`src/rtl/ibex_pext_ex_ctrl_if.sv`:
```
// Handshake and datapath bundle between the Pext execute-stage sequencer and its
// neighbours (ID, the Pext ALU, writeback and the vxsat CSR).
interface ibex_pext_ex_ctrl_if;
  logic              instr_valid;
  logic              instr_multicycle;
  logic              mult_sel;
  logic              div_sel;
  logic [4:0]        rd_addr;
  logic              ex_ready;
  logic              flush;
  logic              mult_en;
  logic              div_en;
  logic              multdiv_ready_id;
  logic              alu_valid;
  logic [31:0]       alu_result;
  logic              alu_set_ov;
  logic [1:0]        imd_val_we;
  logic [1:0][33:0]  imd_val_d;
  logic [1:0][33:0]  imd_val_q;
  logic              wb_valid;
  logic              wb_ready;
  logic [31:0]       wb_result;
  logic [4:0]        wb_rd_addr;
  logic              vxsat_we;
  logic              vxsat_wdata;
  logic              vxsat;
  logic              timeout;

  modport slave (
    input  instr_valid, instr_multicycle, mult_sel, div_sel, rd_addr, flush,
           alu_valid, alu_result, alu_set_ov, imd_val_we, imd_val_d,
           wb_ready, vxsat_we, vxsat_wdata,
    output ex_ready, mult_en, div_en, multdiv_ready_id, imd_val_q,
           wb_valid, wb_result, wb_rd_addr, vxsat, timeout
  );

  modport master (
    output instr_valid, instr_multicycle, mult_sel, div_sel, rd_addr, flush,
           alu_valid, alu_result, alu_set_ov, imd_val_we, imd_val_d,
           wb_ready, vxsat_we, vxsat_wdata,
    input  ex_ready, mult_en, div_en, multdiv_ready_id, imd_val_q,
           wb_valid, wb_result, wb_rd_addr, vxsat, timeout
  );
endinterface

```
`src/rtl/ibex_pext_ex_ctrl.sv`:
```
// Execute-stage sequencer around the Pext ALU: multdiv enables, intermediate-value
// registers, registered writeback result and the sticky vxsat flag.
//
// state | meaning
// IDLE  | no op in flight, ready for a new instruction
// MULTI | multicycle mult/div running, waiting for ALU valid or watchdog expiry
// OUT   | result held toward writeback until wb_ready
module ibex_pext_ex_ctrl #(
  parameter int unsigned MAX_MULTI_CYCLES = 40
) (
  input logic                 clk_i,
  input logic                 rst_ni,
  ibex_pext_ex_ctrl_if.slave  bus
);

  localparam int unsigned CNT_W = (MAX_MULTI_CYCLES > 2) ? $clog2(MAX_MULTI_CYCLES) : 1;
  localparam logic [CNT_W-1:0] CNT_LAST = CNT_W'(MAX_MULTI_CYCLES - 1);

  typedef enum logic [1:0] {IDLE, MULTI, OUT} state_e;

  state_e           state_q, state_d;
  logic [CNT_W-1:0] cnt_q;
  logic [1:0]       sel_q;
  logic [4:0]       rd_q;
  logic             wb_valid_q;
  logic [31:0]      wb_result_q;
  logic [4:0]       wb_rd_q;
  logic [1:0][33:0] imd_q;
  logic             vxsat_q, vxsat_d;
  logic             timeout_q;

  logic ex_ready;
  logic accept, accept_multi, accept_single;
  logic in_multi, capture, expire, imd_en;
  logic mult_en, div_en, multdiv_ready_id;

  // Flush blocks the handshake, so every accept below is implicitly flush-free.
  assign ex_ready      = ~bus.flush & ((state_q == IDLE) | ((state_q == OUT) & bus.wb_ready));
  assign accept        = bus.instr_valid & ex_ready;
  assign accept_multi  = accept & bus.instr_multicycle;
  assign accept_single = accept & ~bus.instr_multicycle;
  assign in_multi      = (state_q == MULTI) & ~bus.flush;
  assign capture       = accept_single | (in_multi & bus.alu_valid);
  assign expire        = in_multi & ~bus.alu_valid & (cnt_q == CNT_LAST);
  assign imd_en        = accept_multi | in_multi;
  assign vxsat_d       = (bus.vxsat_we ? bus.vxsat_wdata : vxsat_q) | (capture & bus.alu_set_ov);

  always_ff @(posedge clk_i or negedge rst_ni) begin
    if (!rst_ni) state_q <= IDLE;
    else         state_q <= state_d;
  end

  always_comb begin
    state_d = state_q;
    if (bus.flush) begin
      state_d = IDLE;
    end else if (accept_multi) begin
      state_d = MULTI;
    end else if (accept_single) begin
      state_d = OUT;
    end else begin
      case (state_q)
        MULTI:   if (bus.alu_valid) state_d = OUT;
                 else if (expire)   state_d = IDLE;
        OUT:     if (bus.wb_ready)  state_d = IDLE;
        default: state_d = state_q;
      endcase
    end
  end

  always_comb begin
    mult_en          = 1'b0;
    div_en           = 1'b0;
    multdiv_ready_id = 1'b0;
    if (in_multi) begin
      mult_en          = sel_q[1];
      div_en           = sel_q[0];
      multdiv_ready_id = bus.alu_valid;
    end else if (accept_multi) begin
      mult_en = bus.mult_sel;
      div_en  = bus.div_sel;
    end
  end

  always_ff @(posedge clk_i or negedge rst_ni) begin
    if (!rst_ni) begin
      cnt_q       <= '0;
      sel_q       <= '0;
      rd_q        <= '0;
      wb_valid_q  <= 1'b0;
      wb_result_q <= '0;
      wb_rd_q     <= '0;
      imd_q       <= '0;
      vxsat_q     <= 1'b0;
      timeout_q   <= 1'b0;
    end else begin
      timeout_q <= expire;
      vxsat_q   <= vxsat_d;

      if (bus.flush || accept_multi) cnt_q <= '0;
      else if (state_q == MULTI)     cnt_q <= cnt_q + CNT_W'(1);

      if (accept_multi) begin
        sel_q <= {bus.mult_sel, bus.div_sel};
        rd_q  <= bus.rd_addr;
      end

      if (bus.flush) begin
        wb_valid_q <= 1'b0;
      end else if (capture) begin
        wb_valid_q  <= 1'b1;
        wb_result_q <= bus.alu_result;
        wb_rd_q     <= accept_single ? bus.rd_addr : rd_q;
      end else if ((state_q == OUT) && bus.wb_ready) begin
        wb_valid_q <= 1'b0;
      end

      for (int r = 0; r < 2; r++) begin
        if (imd_en && bus.imd_val_we[r]) imd_q[r] <= bus.imd_val_d[r];
      end
    end
  end

  assign bus.ex_ready         = ex_ready;
  assign bus.mult_en          = mult_en;
  assign bus.div_en           = div_en;
  assign bus.multdiv_ready_id = multdiv_ready_id;
  assign bus.imd_val_q        = imd_q;
  assign bus.wb_valid         = wb_valid_q;
  assign bus.wb_result        = wb_result_q;
  assign bus.wb_rd_addr       = wb_rd_q;
  assign bus.vxsat            = vxsat_q;
  assign bus.timeout          = timeout_q;

endmodule

```
`src/flat_wrapper.sv`:
```
// flat-port wrapper written by rule: the top's interface ports become plain ports
module ibex_pext_ex_ctrl_flat 
#(
  parameter int unsigned MAX_MULTI_CYCLES = 40
)
  (clk_i, rst_ni, bus_instr_valid, bus_instr_multicycle, bus_mult_sel, bus_div_sel, bus_rd_addr, bus_flush, bus_alu_valid, bus_alu_result, bus_alu_set_ov, bus_imd_val_we, bus_imd_val_d, bus_wb_ready, bus_vxsat_we, bus_vxsat_wdata, bus_ex_ready, bus_mult_en, bus_div_en, bus_multdiv_ready_id, bus_imd_val_q, bus_wb_valid, bus_wb_result, bus_wb_rd_addr, bus_vxsat, bus_timeout);
  ibex_pext_ex_ctrl_if bus_i ();
  input logic clk_i;
  input logic rst_ni;
  input wire logic [$bits(bus_i.instr_valid)-1:0] bus_instr_valid;
  input wire logic [$bits(bus_i.instr_multicycle)-1:0] bus_instr_multicycle;
  input wire logic [$bits(bus_i.mult_sel)-1:0] bus_mult_sel;
  input wire logic [$bits(bus_i.div_sel)-1:0] bus_div_sel;
  input wire logic [$bits(bus_i.rd_addr)-1:0] bus_rd_addr;
  input wire logic [$bits(bus_i.flush)-1:0] bus_flush;
  input wire logic [$bits(bus_i.alu_valid)-1:0] bus_alu_valid;
  input wire logic [$bits(bus_i.alu_result)-1:0] bus_alu_result;
  input wire logic [$bits(bus_i.alu_set_ov)-1:0] bus_alu_set_ov;
  input wire logic [$bits(bus_i.imd_val_we)-1:0] bus_imd_val_we;
  input wire logic [$bits(bus_i.imd_val_d)-1:0] bus_imd_val_d;
  input wire logic [$bits(bus_i.wb_ready)-1:0] bus_wb_ready;
  input wire logic [$bits(bus_i.vxsat_we)-1:0] bus_vxsat_we;
  input wire logic [$bits(bus_i.vxsat_wdata)-1:0] bus_vxsat_wdata;
  output wire logic [$bits(bus_i.ex_ready)-1:0] bus_ex_ready;
  output wire logic [$bits(bus_i.mult_en)-1:0] bus_mult_en;
  output wire logic [$bits(bus_i.div_en)-1:0] bus_div_en;
  output wire logic [$bits(bus_i.multdiv_ready_id)-1:0] bus_multdiv_ready_id;
  output wire logic [$bits(bus_i.imd_val_q)-1:0] bus_imd_val_q;
  output wire logic [$bits(bus_i.wb_valid)-1:0] bus_wb_valid;
  output wire logic [$bits(bus_i.wb_result)-1:0] bus_wb_result;
  output wire logic [$bits(bus_i.wb_rd_addr)-1:0] bus_wb_rd_addr;
  output wire logic [$bits(bus_i.vxsat)-1:0] bus_vxsat;
  output wire logic [$bits(bus_i.timeout)-1:0] bus_timeout;
  assign bus_i.instr_valid = bus_instr_valid;
  assign bus_i.instr_multicycle = bus_instr_multicycle;
  assign bus_i.mult_sel = bus_mult_sel;
  assign bus_i.div_sel = bus_div_sel;
  assign bus_i.rd_addr = bus_rd_addr;
  assign bus_i.flush = bus_flush;
  assign bus_i.alu_valid = bus_alu_valid;
  assign bus_i.alu_result = bus_alu_result;
  assign bus_i.alu_set_ov = bus_alu_set_ov;
  assign bus_i.imd_val_we = bus_imd_val_we;
  assign bus_i.imd_val_d = bus_imd_val_d;
  assign bus_i.wb_ready = bus_wb_ready;
  assign bus_i.vxsat_we = bus_vxsat_we;
  assign bus_i.vxsat_wdata = bus_vxsat_wdata;
  assign bus_ex_ready = bus_i.ex_ready;
  assign bus_mult_en = bus_i.mult_en;
  assign bus_div_en = bus_i.div_en;
  assign bus_multdiv_ready_id = bus_i.multdiv_ready_id;
  assign bus_imd_val_q = bus_i.imd_val_q;
  assign bus_wb_valid = bus_i.wb_valid;
  assign bus_wb_result = bus_i.wb_result;
  assign bus_wb_rd_addr = bus_i.wb_rd_addr;
  assign bus_vxsat = bus_i.vxsat;
  assign bus_timeout = bus_i.timeout;
  ibex_pext_ex_ctrl #(.MAX_MULTI_CYCLES(MAX_MULTI_CYCLES)) u_core (.clk_i(clk_i), .rst_ni(rst_ni), .bus(bus_i));
endmodule
```
`config.mk`:
```
export PLATFORM = sky130hd
export DESIGN_NAME = ibex_pext_ex_ctrl_flat
export DESIGN_NICKNAME = d
export VERILOG_FILES = /design/src/rtl/ibex_pext_ex_ctrl_if.sv /design/src/rtl/ibex_pext_ex_ctrl.sv /design/src/flat_wrapper.sv
export SDC_FILE = /design/constraint.sdc
export NUM_CORES = 1
export LEC_CHECK = 0
export ABC_AREA = 1
export CAP_MARGIN = 10
export CORE_MARGIN = 4
export CORE_UTILIZATION = 45
export CTS_CLUSTER_DIAMETER = 80
export CTS_CLUSTER_SIZE = 12
export DETAILED_ROUTE_END_ITERATION = 7
export GPL_TIMING_DRIVEN = 0
export MAX_ROUTING_LAYER = met4
export PLACE_DENSITY = 0.86
export SYNTH_ARGS = -nofsm -noshare
export SYNTH_HDL_FRONTEND = slang
export SYNTH_SLANG_ARGS = --single-unit
export TNS_END_PERCENT = 5
```
`constraint.sdc`:
```
create_clock -name clk_i -period 2.3 [get_ports clk_i]
set_input_delay 0.23 -clock clk_i [delete_from_list [all_inputs] [get_ports clk_i]]
set_output_delay 0.23 -clock clk_i [all_outputs]
set_load 0.005 [all_outputs]
```
==> out/summary.txt <==
Util after Layout = 75.4%
mapped cell area = 5010 um2
cell mode on critical path = inv_1
share of layout cells above drive strength 1 = 8.86%
relative slew slack = 69.0%
CTS Root Cell = clkbuf_8
post-synth top area share = 61.4%
peak supply drop = 0.000550 V
drt drc = 0
Max Slew Vio Count = 0
combinational family with the most area after synthesis = simple AND/OR/NAND/NOR gates
status = finished clean
Clk Latency, worst-skew pair = 0.51 ns
XOR/XNOR Fraction of Synth Area = 0.699%
Pleak = 4.00 nW
vias in the first global route = 5128
Worst EP arrival = 1.98 ns
post-synth top area cell = dfrtp_1
Logic pwr share = 28.9%
initial antenna violation count = 0
Setup Crit Path Kind = reg -> out
GRT Util Overall = 25.0%
antenna fix cells = 0
final setup fails = 0
crit path cell chain = inv_1 -> nor2_4 -> nand2_4 -> inv_2 -> nand2_2 -> inv_1 -> clkdlybuf4s50_1
Syn-to-layout area delta = 63.7%
M1 WL = 5820 um
largest net degree at the start of global routing = 77
dpl cells = 930
Clock Tree Buf Depth = 2
TritonCTS buffer count = 17
Post-Place Setup Slack = 0.0120 ns
Die Span Y = 114 um
Area contributors post-synth = dfrtp_1, nand2_1, nand3_1
GR Overflow Total = 0
max incr delay on CP = 0.53 ns
Buffers on Ports = 228
Max-Cap Viols = 0
leading cell type by number of instances after synthesis = nand2_1
placed instance area = 7500 um2
critical path endpoint category = primary output
row count = 38
Clock Skew = 0.00883 ns
Top delay family on crit path = buffers and inverters
CP max stage cell = clkdlybuf4s50_1
fin nets = 931
Final Hold Fails = 0
Final WS setup = 0.0894 ns
Synth Flop Type = dfrtp_1
number of synthesized flops with an enable pin = 0
WL final = 15200 um
number of routed nets with antenna violations = 0
worst min path class = in -> reg
design area = 8200 um2
io pins = 231
Highest Signal Layer = met4
Die X-Extent = 114 um
Via Count = 4800
Initial Util = 46.0%
post-DP HPWL = 11100 um
CTS tree = done
simple-gate share of the synthesized area = 29.8%
sw frac = 26.5%
Synth Area in Adders = 0.250%
fin cells = 964
multiplexer share of the synthesized area = 0.200%
CP startpoint kind = register
synthesis-stage register bit count = 123
Period minus WS final = 2.21 ns
sequential area share after synthesis = 61.4%
Avg Cell Area, Syn = 8.93 um2
Syn Inst Count = 561
Cell Int Power = 6.37 mW
Buf+Inv Stages, Crit Path = 4
Switch Pwr = 2.29 mW
CP max FO = 7
DR WL met3 = 944 um
number of H-tree levels = 4
Setup TNS = 0 ns
met2 WL = 7960 um
synth cell count leaders = nand2_1, dfrtp_1, nand3_1, o21ai_0, inv_1
Initial DRC Count = 319
first-pass GRT wire length = 24700 um
asr flop ratio synth = 100%
Core ar. = 10900 um2
Critical Path RT = 2.07 ns
syn nets = 681
synth warn = 0
sequential share of power = 36.8%
post-synthesis compound-gate area fraction = 2.67%
Fmax = 452 MHz
Reg clk slew, reported paths = 0.06 ns
Die ar. = 12900 um2
Unique masters post-synth = 26
First-pass DRT Iterations = 5
post-DR wirelength/cell = 15.8 um
CTS sink count = 123
RSZ-0062 raised after global routing = no
GPL Wtd Cong = 0.853
pin slew with the least headroom to its limit = 0.465 ns
Via density = 4.98
power per cell area = 1060 nW/um2
Final period util = 96.1%
clock network fraction of total power = 34.3%
power groups by stage:
stage | Sequential [mW] | Clock [mW] | Combinational [mW]
floorplan | 3.24 | 0 | 0.675
finish | 3.19 | 2.97 | 2.50
detailed placement | 3.21 | 0 | 2.51
global placement | 3.18 | 0 | 2.43
CTS | 3.19 | 3.01 | 2.54
global route | 3.27 | 3.11 | 2.74
tightest hold or removal path, cell delays in order:
cell and delay (ns):
clkbuf_1 0.17, nand3_1 0.12, nand2_1 0.05
routing by layer:
metal | track usage [%] | vias up
met5 | - | -
met3 | 4.93 | 34
li1 | - | 2277
met4 | 11.3 | 0
met1 | 28.7 | 2295
met2 | 42.4 | 194
timing repair:
item / 4_1_cts / 5_1_grt
pin swaps: 0 / 1
setup buffers: 0 / 1
hold endpoints to repair: 47 / 0
hold buffers: 1 / 0
resized for setup: 8 / 1
endpoints found under the setup margin: 2 / 1
sequential cells by signal, summed over array words and instances (netlist names):
name	flops
u_core.bus.wb_result	32
u_core.bus.vxsat	1
u_core.sel_q	2
u_core.bus.imd_val_q	68
u_core.rd_q	5
u_core.state_q	2
u_core.cnt_q	6
u_core.bus.timeout	1
u_core.bus.wb_valid	1
u_core.bus.wb_rd_addr	5
cells by family after synthesis:
group / Yosys count
muxes: 1
adders and majority gates: 1
xor gates and xnor gates: 4
and+or+nand+nor: 360
AOI/OAI and AO/OA: 25
DFF: 123
buffers and inverters: 47
final cells by class:
type	instances	area [um2]
tap	140	175
clock buffer	23	487
fill	734	2680
inverter	17	66.3
multi-input combinational	391	1700
timing repair buffer	231	2330
buffer	30	185
clock inverter	9	183
sequential	123	3080
final timing paths:
check	end	cells past startpoint	slack, ns	start
setup / recovery	bus_multdiv_ready_id	7	0.09	u_core.state_q[0]
hold / removal	u_core.bus.imd_val_q[34]	3	0.10	bus_imd_val_we[1]
setup reg to reg	u_core.bus.imd_val_q[1]	7	0.67	u_core.state_q[0]
hold reg to reg	u_core.bus.imd_val_q[39]	2	0.47	u_core.bus.imd_val_q[39]
max in group asynchronous	u_core.bus.imd_val_q[35]	3	1.35	rst_ni
min in group asynchronous	u_core.bus.wb_result[10]	2	0.22	rst_ni
layout by cell type, fill, tap and decap left out, types with 2 or more instances in the layout:
cell type	synthesis	layout
nand2_1	266	265
clkdlybuf4s50_1	0	225
dfrtp_1	123	122
nand3_1	72	72
o21ai_0	19	19
clkbuf_16	0	16
inv_1	15	14
buf_2	13	13
nor2_1	9	8
buf_4	7	8
clkbuf_1	6	7
clkbuf_8	0	6
nand2_2	4	5
buf_6	4	5
bufinv_16	0	5
xor2_1	3	3
nor2_4	1	2
nand2_4	2	2
nor3_1	2	2
inv_2	2	2
nand4_1	2	2
o21ai_1	2	2
o31ai_1	2	2
clkinvlp_4	0	2
clkinv_4	0	2
dlygate4sd2_1	0	2
stage by stage:
step,total power [mW],hold slack (ns)
2_1_floorplan,3.92,-0.0656
3_3_place_gp,5.61,0.452
3_5_place_dp,5.72,0.194
4_1_cts,8.74,0.0777
5_1_grt,9.12,0.138
6_report,8.67,0.104
(Power assumes the default switching activity.)
